File: src/rtl/branch_pkg.sv
// Shared types for the branch resolver: PC width, FSM states, queued prediction entry.
package branch_pkg;

  localparam int unsigned PC_W = 32;

  typedef enum logic {
    RUN   = 1'b0,
    FLUSH = 1'b1
  } state_e;

  typedef struct packed {
    logic            taken;
    logic [PC_W-1:0] pc;
  } entry_t;

endpackage

File: src/rtl/branch_fifo.sv
// In-flight prediction FIFO.
// Ports: clk_i/reset_ni clock and async active-low reset; push/wr_data enqueue at tail;
// pop dequeues head (rd_data shows head); clear empties the queue and wins over push/pop;
// full/empty/count report fill level.
module branch_fifo
  import branch_pkg::*;
#(
  parameter int unsigned DEPTH = 4
) (
  input  logic                     clk_i,
  input  logic                     reset_ni,
  input  logic                     push,
  input  logic                     pop,
  input  logic                     clear,
  input  entry_t                   wr_data,
  output entry_t                   rd_data,
  output logic                     full,
  output logic                     empty,
  output logic [$clog2(DEPTH):0]   count
);

  localparam int unsigned PTR_W = $clog2(DEPTH);
  localparam int unsigned CNT_W = PTR_W + 1;

  entry_t             mem [DEPTH];
  logic [PTR_W-1:0]   rd_ptr_q;
  logic [PTR_W-1:0]   wr_ptr_q;
  logic [CNT_W-1:0]   count_q;
  logic               do_push;
  logic               do_pop;

  assign full    = (count_q == CNT_W'(DEPTH));
  assign empty   = (count_q == '0);
  assign count   = count_q;
  assign rd_data = mem[rd_ptr_q];

  assign do_push = push && !full && !clear;
  assign do_pop  = pop && !empty && !clear;

  // Pointers wrap naturally because DEPTH is a power of two.
  always_ff @(posedge clk_i or negedge reset_ni) begin
    if (!reset_ni) begin
      rd_ptr_q <= '0;
      wr_ptr_q <= '0;
      count_q  <= '0;
    end else if (clear) begin
      rd_ptr_q <= '0;
      wr_ptr_q <= '0;
      count_q  <= '0;
    end else begin
      if (do_push) wr_ptr_q <= wr_ptr_q + PTR_W'(1);
      if (do_pop)  rd_ptr_q <= rd_ptr_q + PTR_W'(1);
      if (do_push && !do_pop)      count_q <= count_q + CNT_W'(1);
      else if (do_pop && !do_push) count_q <= count_q - CNT_W'(1);
    end
  end

  // Entry storage; contents are only meaningful below count, so no reset needed.
  always_ff @(posedge clk_i) begin
    if (do_push) mem[wr_ptr_q] <= wr_data;
  end

endmodule

File: src/rtl/branch_resolver.sv
// Branch resolver: queues predictions, compares each against the resolved branch in
// order, trains the predictor, and flushes the pipeline on a mispredict.
// Ports: clk_i/reset_ni; pred_* prediction input with pred_ready_o (combinational);
// res_* resolution of the oldest branch; upd_* registered training update;
// mispredict_o/flush_o/orphan_o registered pulses; hit/miss saturating counters;
// occupancy_o number of queued predictions.
module branch_resolver
  import branch_pkg::*;
#(
  parameter int unsigned DEPTH = 4,
  parameter int unsigned CNT_W = 16
) (
  input  logic                   clk_i,
  input  logic                   reset_ni,
  input  logic                   pred_valid_i,
  input  logic                   pred_taken_i,
  input  logic [PC_W-1:0]        pred_pc_i,
  output logic                   pred_ready_o,
  input  logic                   res_valid_i,
  input  logic                   res_taken_i,
  input  logic [PC_W-1:0]        res_target_i,
  output logic                   upd_valid_o,
  output logic                   upd_taken_o,
  output logic [PC_W-1:0]        upd_pc_o,
  output logic                   mispredict_o,
  output logic                   flush_o,
  output logic                   orphan_o,
  output logic [CNT_W-1:0]       hit_count_o,
  output logic [CNT_W-1:0]       miss_count_o,
  output logic [$clog2(DEPTH):0] occupancy_o
);

  state_e  state_q;
  state_e  state_d;
  entry_t  head;
  entry_t  wr_entry;
  logic    fifo_full;
  logic    fifo_empty;
  logic    push_c;
  logic    resolve_c;
  logic    mispredict_c;
  logic    pop_c;
  logic    clear_c;

  logic             upd_valid_q;
  logic             upd_taken_q;
  logic [PC_W-1:0]  upd_pc_q;
  logic             mispredict_q;
  logic             flush_q;
  logic             orphan_q;
  logic [CNT_W-1:0] hit_q;
  logic [CNT_W-1:0] miss_q;

  assign wr_entry = '{taken: pred_taken_i, pc: pred_pc_i};

  branch_fifo #(
    .DEPTH (DEPTH)
  ) u_fifo (
    .clk_i    (clk_i),
    .reset_ni (reset_ni),
    .push     (push_c),
    .pop      (pop_c),
    .clear    (clear_c),
    .wr_data  (wr_entry),
    .rd_data  (head),
    .full     (fifo_full),
    .empty    (fifo_empty),
    .count    (occupancy_o)
  );

  // State register.
  always_ff @(posedge clk_i or negedge reset_ni) begin
    if (!reset_ni) state_q <= RUN;
    else           state_q <= state_d;
  end

  // Next state plus handshake/resolve decode. The PC only matters when both
  // directions say taken; a not-taken branch has no meaningful target.
  always_comb begin
    state_d      = state_q;
    pred_ready_o = 1'b0;
    resolve_c    = 1'b0;
    mispredict_c = 1'b0;
    case (state_q)
      RUN: begin
        pred_ready_o = !fifo_full;
        resolve_c    = res_valid_i && !fifo_empty;
        mispredict_c = resolve_c &&
                       ((head.taken != res_taken_i) ||
                        (head.taken && res_taken_i && (head.pc != res_target_i)));
        if (mispredict_c) state_d = FLUSH;
      end
      FLUSH: begin
        state_d = RUN;
      end
      default: state_d = RUN;
    endcase
  end

  // A mispredict clears the queue, which also drops any same-cycle push.
  assign push_c  = pred_valid_i && pred_ready_o;
  assign pop_c   = resolve_c && !mispredict_c;
  assign clear_c = mispredict_c;

  // Registered update, pulses and statistics.
  always_ff @(posedge clk_i or negedge reset_ni) begin
    if (!reset_ni) begin
      upd_valid_q  <= 1'b0;
      upd_taken_q  <= 1'b0;
      upd_pc_q     <= '0;
      mispredict_q <= 1'b0;
      flush_q      <= 1'b0;
      orphan_q     <= 1'b0;
      hit_q        <= '0;
      miss_q       <= '0;
    end else begin
      upd_valid_q  <= resolve_c;
      mispredict_q <= mispredict_c;
      flush_q      <= (state_d == FLUSH);
      orphan_q     <= res_valid_i && !resolve_c;
      if (resolve_c) begin
        upd_taken_q <= res_taken_i;
        upd_pc_q    <= res_target_i;
        if (mispredict_c) begin
          if (miss_q != '1) miss_q <= miss_q + CNT_W'(1);
        end else begin
          if (hit_q != '1) hit_q <= hit_q + CNT_W'(1);
        end
      end
    end
  end

  assign upd_valid_o  = upd_valid_q;
  assign upd_taken_o  = upd_taken_q;
  assign upd_pc_o     = upd_pc_q;
  assign mispredict_o = mispredict_q;
  assign flush_o      = flush_q;
  assign orphan_o     = orphan_q;
  assign hit_count_o  = hit_q;
  assign miss_count_o = miss_q;

endmodule

File: config.mk
export PLATFORM = sky130hd
export DESIGN_NAME = branch_resolver
export DESIGN_NICKNAME = d
export VERILOG_FILES = /design/src/rtl/branch_pkg.sv /design/src/rtl/branch_fifo.sv /design/src/rtl/branch_resolver.sv
export SDC_FILE = /design/constraint.sdc
export NUM_CORES = 1
export LEC_CHECK = 0
export CAP_MARGIN = 20
export CORE_UTILIZATION = 23
export DETAILED_ROUTE_END_ITERATION = 6
export GPL_TIMING_DRIVEN = 0
export MAX_ROUTING_LAYER = met4
export PLACE_DENSITY_LB_ADDON = 0.3
export SYNTH_ARGS = -nofsm -noshare
export SYNTH_HDL_FRONTEND = slang
export SYNTH_SLANG_ARGS = --single-unit
export TNS_END_PERCENT = 1
File: constraint.sdc
create_clock -name clk_i -period 10.85 [get_ports clk_i]
set_clock_uncertainty 0.1 [all_clocks]
set_input_delay 2.17 -clock clk_i [delete_from_list [all_inputs] [get_ports clk_i]]
set_output_delay 2.17 -clock clk_i [all_outputs]
set_load 0.005 [all_outputs]
==> run_results.csv, run 1 <==
group,metric,value,unit
outcome,outcome,"finished, violations left",
outcome,failed_checks,"design-rule violations",
place,io_buffers,142,
power,ir_worst_vdd,0.133,mV
drt,vias,4666,
hold_path,hp-class,"reg2reg",
power,powerDensity,253,nW/um2
place,dp.cells,1083,
drt,drt-initial-drc-count,168,
drt,via_per_inst,4.13,
power,leakage,3.91,nW
global_route,grt_max_degree,53,
layout,final_util,0.317,
critical_path,critical_path.cell_chain,"clkdlybuf4s50_1 > xnor2_1 > nand4_1 > nor4_2 > a31oi_2 > nor2_1 > and2_2 > buf_12",
layout,drive_gt1_frac,0.202,
yosys,syn_avg_cell_area,17.6,um2
critical_path,crit_type,"in2reg",
critical_path,cpPeakStageDelay,0.50,ns
clocking,cts_buffer_depth,3,
clocking,hold_buffers,0,
clocking,clk_latency,0.53,ns
yosys,yosysUniqueCellTypes,33,
floorplanning,die_h,193,um
timing,holdWs,0.386,ns
timing,tightest_slew,1.04,ns
clocking,cts_setup_buffers,0,
floorplanning,fp.dieW,193,um
timing,min_period_over_period,0.448,
timing,max_slew_margin,0.309,
floorplanning,row_count,69,
clocking,cts_htree_levels,1,
timing,fin_ws,5.99,ns
place,place_hpwl,13800,um
timing,post-route-min-period,4.86,ns
yosys,yosysTopAreaCellShare,0.474,
place,place_ws,5.39,ns
floorplanning,io_pins,143,
critical_path,cp_data_required_time,10.96,ns
yosys,yosys-top-cells-count,"edfxtp_1, dfrtp_1, xnor2_1",
yosys,synth-simple-area-share,0.0578,
yosys,syn_area,8360,um2
yosys,synthMuxAreaShare,0.137,
yosys,synth_adder_area_share,0.0129,
layout,area_growth,35.3,%
drt,wire_per_inst,17.7,um
critical_path,critical_path.endpoint_type,"flip-flop",
critical_path,critPathLaunchType,"input port",
floorplanning,start_util,0.235,
critical_path,crit_arrival,4.97,ns
run,maxCapViolCount,0,
timing,timing.fmax,0.206,GHz
timing,fin_setup_tns,0,ns
clocking,cts_sinks,207,
clocking,cts_root_buf,"clkbuf_16",
global_route,grt_pass1_wl,29900,um
drt,drcViolationCount,22,
global_route,overflow,0,
layout,instances_no_fill,1130,
global_route,antenna_found_initial,1,
timing,maxSlewViolCount,0,
layout,finalInstanceArea,11300,um2
drt,ant_nets,0,
yosys,synth_compound_area_frac,0.0109,
clocking,cts_tree,"built",
yosys,synth_area_leaders,"edfxtp_1, dfrtp_1, mux4_2",
clocking,cts_made_buffers,25,
yosys,synthXorXnorAreaFrac,0.0670,
yosys,syn-instance-count,474,
drt,dr.pass1.iters,6,
critical_path,path_max_fanout,20,
yosys,synth_fp_nets,552,
critical_path,reg2reg_setup_slack,6.80,ns
clocking,clkSlewWorstSetupHoldPaths,0.06,ns
global_route,grt_usage,0.112,
place,place_area,10500,um2
clocking,cts-resized-gates,0,
yosys,yosysWarnings,0,
power,p_total,2.86,mW
yosys,synthArstFlopShare,0.362,
floorplanning,core-area,35700,um2
yosys,synth_top_family_by_area,"multiplexers",
place,gp_congestion,0.728,
timing,setup_viol,0,
yosys,synth_largest_area_cell,"edfxtp_1",
yosys,synth_ff_type,"edfxtp_1",
floorplanning,dieArea,37100,um2
yosys,synth-edff-count,132,
critical_path,crit_slowest_cell,"and2_2",
yosys,synth_seq_cells,207,
layout,fin_nets,727,
yosys,yosysMostFrequentCell,"edfxtp_1",
timing,hold_violations,0,
drt,drt-total-wl,20000,um
timing,grt_setup_unrepaired,"no",
yosys,ys_seq_area_frac,0.698,
global_route,first_global_vias,4860,
==> logic make-up (layout without fill, tap and decap cells) <==
group,count (synthesis),count (layout)
adders and majority gates,8,8
other,0,1
muxes,69,69
AOI/OAI and AO/OA,14,14
and+or+nand+nor,89,89
xor gates and xnor gates,64,64
DFF,207,207
buffers and inverters,23,217
==> sequential cells by signal, summed over array words and instances, names as in the netlist <==
register	cells
flush_o	1
hit_count_o	16
miss_count_o	16
orphan_o	1
u_fifo.count	3
u_fifo.mem	132
u_fifo.rd_ptr_q	2
u_fifo.wr_ptr_q	2
upd_pc_o	32
upd_taken_o	1
upd_valid_o	1
==> layout make-up <==
| type | instances | area [um2] |
|---|---|---|
| inverter | 6 | 22.5 |
| buffer | 17 | 108 |
| timing repair buffer | 148 | 1540 |
| fill | 3503 | 24300 |
| antenna | 1 | 2.50 |
| sequential | 207 | 5840 |
| tap | 461 | 577 |
| multi-input combinational | 244 | 2400 |
| clock inverter | 17 | 181 |
| clock buffer | 29 | 641 |
==> critical path, delay by kind of cell <==
kind            cells  cell delay [ns]
compound gates      1             0.31
xor+xnor            1             0.28
buf+inv             2             0.73
simple gates        4             1.45
==> worst paths after layout <==
check | start | cells past startpoint | end
worst max-delay path | res_target_i[7] | 8 | u_fifo.mem[0][23]
worst min-delay path | miss_count_o[9] | 1 | miss_count_o[9]
worst max register to register | u_fifo.rd_ptr_q[1] | 10 | u_fifo.mem[0][23]
worst min register to register | miss_count_o[9] | 1 | miss_count_o[9]
max in group asynchronous | reset_ni | 2 | upd_pc_o[20]
min in group asynchronous | reset_ni | 1 | hit_count_o[4]
==> cells in the final DEF, fill, tap and decap left out, drive strengths merged, types with 2 or more instances in the layout <==
cell type      instances
a21oi                  3
a31oi                  3
and2                   8
and3                   8
buf                   19
bufinv                 3
clkbuf                34
clkdlybuf4s50        141
clkinv                10
clkinvlp               3
dfrtp                 75
edfxtp               132
ha                     7
inv                    7
mux2                  36
mux4                  33
nand2                 16
nand3                 14
nand4                 21
nor2                  14
nor2b                  2
nor4                   2
o21ai                  4
o31ai                  2
xnor2                 61
xor2                   3
==> power breakdown <==
part           total [mW]  switching, mW  internal, mW  leakage, nW
Sequential           1.12         0.0851          1.03         2.15
Clock               0.828          0.331         0.497        0.398
Combinational       0.913          0.412         0.501         1.36
Total                2.86          0.828          2.03         3.91
==> per-layer routing <==
layer  wire [um]  part of all wire  vias up  track usage
li1            -                 -     2159            -
met1        8830              0.44     2348        0.142
met2        9540              0.48      126        0.181
met3        1210             0.061       33       0.0260
met4         418             0.021        0       0.0279
met5           0                 0        -            -
No activity file was read; power rests on OpenSTA's default activity.
==> run 2: changes to the inputs <==
==> constraint.sdc (replaced) <==
create_clock -name clk_i -period 5 [get_ports clk_i]
set_clock_uncertainty 0.1 [all_clocks]
set_input_delay 1 -clock clk_i [delete_from_list [all_inputs] [get_ports clk_i]]
set_output_delay 1 -clock clk_i [all_outputs]
set_load 0.005 [all_outputs]
==> results of run 2 <==
The final DEF is identical to that of run 1. Status: finished, violations left: design-rule violations.
Main changes from that run: setup slack after placement 5.39 ns -> 0.707 ns; clock-pin slew on the worst setup and hold paths 0.06 ns -> 0.07 ns; setup slack after layout 5.99 ns -> 0.954 ns; hold slack 0.386 ns -> 0.272 ns; start point of the critical path res_target_i[7] -> u_fifo.rd_ptr_q[1]; register-to-register setup slack 6.80 ns -> 0.95 ns; total power 2.86 mW -> 6.20 mW; worst IR drop on VDD 0.133 mV -> 0.288 mV
